[config.mk]
export PLATFORM = sky130hd
export DESIGN_NAME = tdm_demux
export DESIGN_NICKNAME = d
export VERILOG_FILES = /design/src/rtl/tdm_demux_pkg.sv /design/src/rtl/tdm_demux_ctrl.sv /design/src/rtl/tdm_demux.sv
export SDC_FILE = /design/constraint.sdc
export NUM_CORES = 1
export LEC_CHECK = 0
export BUFFER_PORTS_ARGS = -buffer_cell sky130_fd_sc_hd__buf_2
export CORE_ASPECT_RATIO = 0.9
export CORE_MARGIN = 3
export CORE_UTILIZATION = 54
export DETAILED_ROUTE_END_ITERATION = 10
export PLACE_DENSITY = 0.79
export SLEW_MARGIN = 20
export SYNTH_ARGS = -nofsm -noshare
export SYNTH_HDL_FRONTEND = slang
export SYNTH_SLANG_ARGS = --single-unit
[constraint.sdc]
create_clock -name clk -period 2.3 [get_ports clk]
set_input_delay 0.115 -clock clk [delete_from_list [all_inputs] [get_ports clk]]
set_output_delay 0.115 -clock clk [all_outputs]
set_load 0.05 [all_outputs]
[src/rtl/tdm_demux_pkg.sv]
// Shared definitions for the TDM demultiplexer: FSM state encodings and pointer sizing.
package tdm_defs;

   typedef enum logic [1:0] {
      ST_HUNT     = 2'd0,
      ST_COLLECT  = 2'd1,
      ST_WAIT_SOF = 2'd2
   } state_e;

   function automatic int clog2(input int n);
      int r;
      r = 0;
      for (int i = 0; i < 31; i++) begin
         if ((1 << i) < n) r = i + 1;
      end
      return r;
   endfunction

endpackage

[src/rtl/tdm_demux_ctrl.sv]
// Framing FSM and slot pointer: decodes each valid sample into a slot write, a publish or an error.
// Purely combinational strobes from registered state; no backpressure, every valid sample is consumed.
module tdm_demux_ctrl
   import tdm_defs::*;
#(
   parameter int LANES = 4
) (
   input  logic             clk,
   input  logic             rst,
   input  logic             in_valid_i,
   input  logic             in_sof_i,
   output logic [LANES-1:0] wr_en_o,
   output logic             publish_o,
   output logic             err_o,
   output logic             locked_o
);

   localparam int PW = clog2(LANES);

   state_e          state_q, state_d;
   logic [PW-1:0]   ptr_q, ptr_d;

   always_ff @(posedge clk or posedge rst) begin
      if (rst) begin
         state_q <= ST_HUNT;
         ptr_q   <= '0;
      end else begin
         state_q <= state_d;
         ptr_q   <= ptr_d;
      end
   end

   always_comb begin
      state_d   = state_q;
      ptr_d     = ptr_q;
      wr_en_o   = '0;
      publish_o = 1'b0;
      err_o     = 1'b0;
      locked_o  = (state_q == ST_COLLECT) || (state_q == ST_WAIT_SOF);
      if (in_valid_i) begin
         case (state_q)
            ST_HUNT: begin
               if (in_sof_i) begin
                  wr_en_o[0] = 1'b1;
                  ptr_d      = PW'(1);
                  state_d    = ST_COLLECT;
               end
            end
            ST_COLLECT: begin
               if (in_sof_i) begin
                  // Early SOF: restart the frame on this sample, flag the loss.
                  err_o      = 1'b1;
                  wr_en_o[0] = 1'b1;
                  ptr_d      = PW'(1);
               end else begin
                  wr_en_o[ptr_q] = 1'b1;
                  if (ptr_q == PW'(LANES - 1)) begin
                     publish_o = 1'b1;
                     ptr_d     = '0;
                     state_d   = ST_WAIT_SOF;
                  end else begin
                     ptr_d = ptr_q + PW'(1);
                  end
               end
            end
            ST_WAIT_SOF: begin
               if (in_sof_i) begin
                  wr_en_o[0] = 1'b1;
                  ptr_d      = PW'(1);
                  state_d    = ST_COLLECT;
               end else begin
                  err_o   = 1'b1;
                  state_d = ST_HUNT;
               end
            end
            default: begin
               state_d = ST_HUNT;
               ptr_d   = '0;
            end
         endcase
      end
   end

endmodule

[src/rtl/tdm_demux.sv]
// Time-division demux: collects LANES samples into a shadow buffer and publishes whole frames.
// Frame visible one cycle after the last slot is accepted; no backpressure, accepts every valid cycle.
module tdm_demux
   import tdm_defs::*;
#(
   parameter int LANES = 4,
   parameter int WIDTH = 8
) (
   input  logic                   clk,
   input  logic                   rst,
   input  logic                   in_valid,
   input  logic [WIDTH-1:0]       in_data,
   input  logic                   in_sof,
   output logic [LANES*WIDTH-1:0] lane_data,
   output logic                   frame_valid,
   output logic                   sync_err,
   output logic                   locked
);

   logic [LANES-1:0]       wr_en;
   logic                   publish;
   logic                   err;
   logic [WIDTH-1:0]       shadow_q [LANES];
   logic [LANES*WIDTH-1:0] lane_data_q, frame_d;
   logic                   frame_valid_q;
   logic                   sync_err_q;

   tdm_demux_ctrl #(.LANES(LANES)) u_ctrl (
      .clk        (clk),
      .rst        (rst),
      .in_valid_i (in_valid),
      .in_sof_i   (in_sof),
      .wr_en_o    (wr_en),
      .publish_o  (publish),
      .err_o      (err),
      .locked_o   (locked)
   );

   // Merge the sample being written this cycle so the final slot lands in the same publish.
   always_comb begin
      frame_d = '0;
      for (int k = 0; k < LANES; k++) begin
         frame_d[k*WIDTH +: WIDTH] = wr_en[k] ? in_data : shadow_q[k];
      end
   end

   always_ff @(posedge clk or posedge rst) begin
      if (rst) begin
         shadow_q      <= '{default: '0};
         lane_data_q   <= '0;
         frame_valid_q <= 1'b0;
         sync_err_q    <= 1'b0;
      end else begin
         for (int k = 0; k < LANES; k++) begin
            if (wr_en[k]) shadow_q[k] <= in_data;
         end
         if (publish) lane_data_q <= frame_d;
         frame_valid_q <= publish;
         sync_err_q    <= err;
      end
   end

   assign lane_data   = lane_data_q;
   assign frame_valid = frame_valid_q;
   assign sync_err    = sync_err_q;

endmodule
==> results_dict.tcl <==
set metrics [dict create \
    antenna_found_initial 0 \
    via_per_inst 5.45 \
    power_per_cell_area_nw_per_um2 1380 \
    ioPinCount 47 \
    drive_gt1_frac 0.448 \
    post_cts_resized 0 \
    crit_end "lane_data[21]" \
    io_buffers 46 \
    crit_start "u_ctrl.state_q[1]" \
    core_region_area_um2 4600 \
    outcome "finished clean" \
    end_kind "flop" \
    async_flop_share 1.00 \
    nets 274 \
    netlist.area_leader.share 0.580 \
    finalSetupViolCount 0 \
    finalHoldViolations 0 \
    syn_to_final_growth_pct 18.8 \
    wl_per_cell_um 16.2 \
    slew_viol_final 0 \
    start_util 0.581 \
    swShare 0.415 \
    vias 1750 \
    clk_latency_ns 0.34 \
    p_int_w 0.00256 \
    n_antenna_cell 0 \
    start_kind "flop" \
    max-cap-violations 0 \
    grt_pass1_wl_um 8600 \
    ys_types 31 \
    grt-ovfl-total 0 \
    die_x_um 80.2 \
    setup_tns_ns 0 \
    cts_tree "yes" \
    yosys_warnings 0 \
    clock.fmax_mhz 469 \
    wl_um 5190 \
    ys_ff_latch 62 \
    syn_inst 200 \
    worst_r2r_path_depth 5 \
    layout_commonest_cell "dfrtp_1" \
    dpl.hpwl_um 3530 \
    worst_pin_slew_ns 0.540 \
    firstDrtPassIters 4 \
    ys_seq_area_frac 0.580 \
    synth.area.top_cells "dfrtp_1, mux2_2, nand2_1" \
    cts_setup_buffers 0 \
    max_slew_margin 0.639 \
    cts_sinks 62 \
    clockBufferDepth 2 \
    syn_nets 220 \
    clock-skew-final_ns 0.00642 \
    num-fill-cells 348 \
    gp_congestion 0.761 \
    most-common-layout-cells "dfrtp_1, buf_2, mux2_2, nand2_1, clkbuf_8" \
    path_clk_slew_ns 0.07 \
    ant_nets 0 \
    required_ns 2.53 \
    cts-root-buf "clkbuf_8" \
    p_clk_frac 0.215 \
    drcViolationCount 0 \
    p_leak_nw 1.67 \
    period_share 0.928 \
    drt_iter0_markers 63 \
    synth_flop_cell "dfrtp_1" \
    r2r-start "u_ctrl.state_q[1]" \
    cts_hold_buf 1 \
    netlist_area_um2 2680 \
    avgSynthCellArea_um2 13.4 \
    worstReg2RegEnd "lane_data[21]" \
    htreeDepth 3 \
    critical_path_arrival_ns 2.36 \
    path_class "flop to flop" \
    rows 23 \
    numCtsBuffers 9 \
    seq_power_share 0.381 \
    rsz0062_at_grt "false" \
    grt_util_all_layers 0.202 \
    cp_max_fo 9 \
    worst_slack_ns 0.166 \
    die_height_um 72.8 \
    hp-class "primary input to flop" \
    r2r_setup_slack_ns 0.17 \
    fp.dieArea_um2 5840 \
    grt_max_degree 38 \
    synth_largest_area_cell "dfrtp_1" \
    pre_cts_slack_ns 0.184 \
    ir_worst_vdd_mv 0.890 \
    grt_pass1_vias 1747 \
    synth_enable_flop_cells 0 \
    power_frac_comb 0.405 \
    timing.final.crit_period_ns 2.13 \
    p_sw_w 0.00182 \
]
==> sequential cells by signal, summed over array words and instances (netlist names) <==
| register | cells |
|---|---|
| u_ctrl.state_q | 2 |
| shadow_q | 24 |
| lane_data | 32 |
| u_ctrl.ptr_q | 2 |
| sync_err | 1 |
| frame_valid | 1 |
==> power groups by stage <==
stage	logic (W)	clock network (W)	registers, W
2_1_floorplan	0.000778	0	0.00230
3_3_place_gp	0.00174	0	0.00167
3_5_place_dp	0.00178	0	0.00169
4_1_cts	0.00179	0.000964	0.00167
5_1_grt	0.00190	0.00102	0.00172
6_report	0.00177	0.000941	0.00167
==> final cells by class <==
class | count | area, um^2 | share of cell area
flip-flops and latches | 62 | 1550 | 0.488
multi-input cells | 119 | 1020 | 0.320
repair buffers | 53 | 298 | 0.0937
clock buffers | 10 | 138 | 0.0433
well taps | 62 | 77.6 | 0.0244
clock inverters | 6 | 61.3 | 0.0193
inverters | 9 | 33.8 | 0.0106
==> kinds of logic after synthesis <==
family                   share of synthesized area
AO/OA/AOI/OAI                               0.0730
adder cells (fa/ha/maj)                     0.0374
buffers and inverters                       0.0393
flip-flops                                   0.580
multiplexers                                 0.183
AND/OR/NAND/NOR                             0.0875
==> worst max-delay path, stage by stage (launching register included) <==
cell	delay, ns
dfrtp_1	0.40
inv_1	0.10
ha_1	0.45
nand4b_2	0.38
mux2_2	0.41
mux2_2	0.28
==> cells in the mapped netlist (all sizes together), types with 2 or more instances <==
cell and n:
mux2 41, buf 7, ha 8, nand4b 3, dfrtp 62, o311ai 8
nand2b 2, inv 8, nor2 3, mux2i 2, o211ai 9, nand2 32
clkbuf 3, a21oi 2
==> worst min path at each step <==
stage | cells after the start | slack, ns | from | to
final | 3 | 0.03 | in_data[6] | lane_data[30]
after global routing | 3 | 0.04 | in_data[6] | lane_data[30]
after CTS | 3 | 0.02 | in_data[6] | lane_data[30]
after detailed placement | 2 | 0.20 | rst | shadow_q[15]
after global placement | 2 | 0.19 | rst | lane_data[22]
after floorplan | 2 | 0.24 | in_data[0] | lane_data[24]
==> layer usage <==
layer	global-route usage	share of wire	vias up
met4	0.0788	0.019	0
met1	0.253	0.43	873
li1	-	-	819
met3	0.0790	0.063	11
met2	0.317	0.49	47
met5	0	0	-
==> stage by stage <==
stage	instances	utilization	total power [W]	area [um^2]	hold WS, ns
final	321	0.690	0.00438	3180	0.0311
after global placement	304	0.645	0.00341	2970	0.188
after floorplan	200	-	0.00308	2680	0.238
after CTS	321	0.690	0.00442	3180	0.0239
after detailed placement	304	0.645	0.00347	2970	0.196
after global routing	321	0.690	0.00464	3180	0.0444
Note: power is estimated with default switching activity, not from simulation.
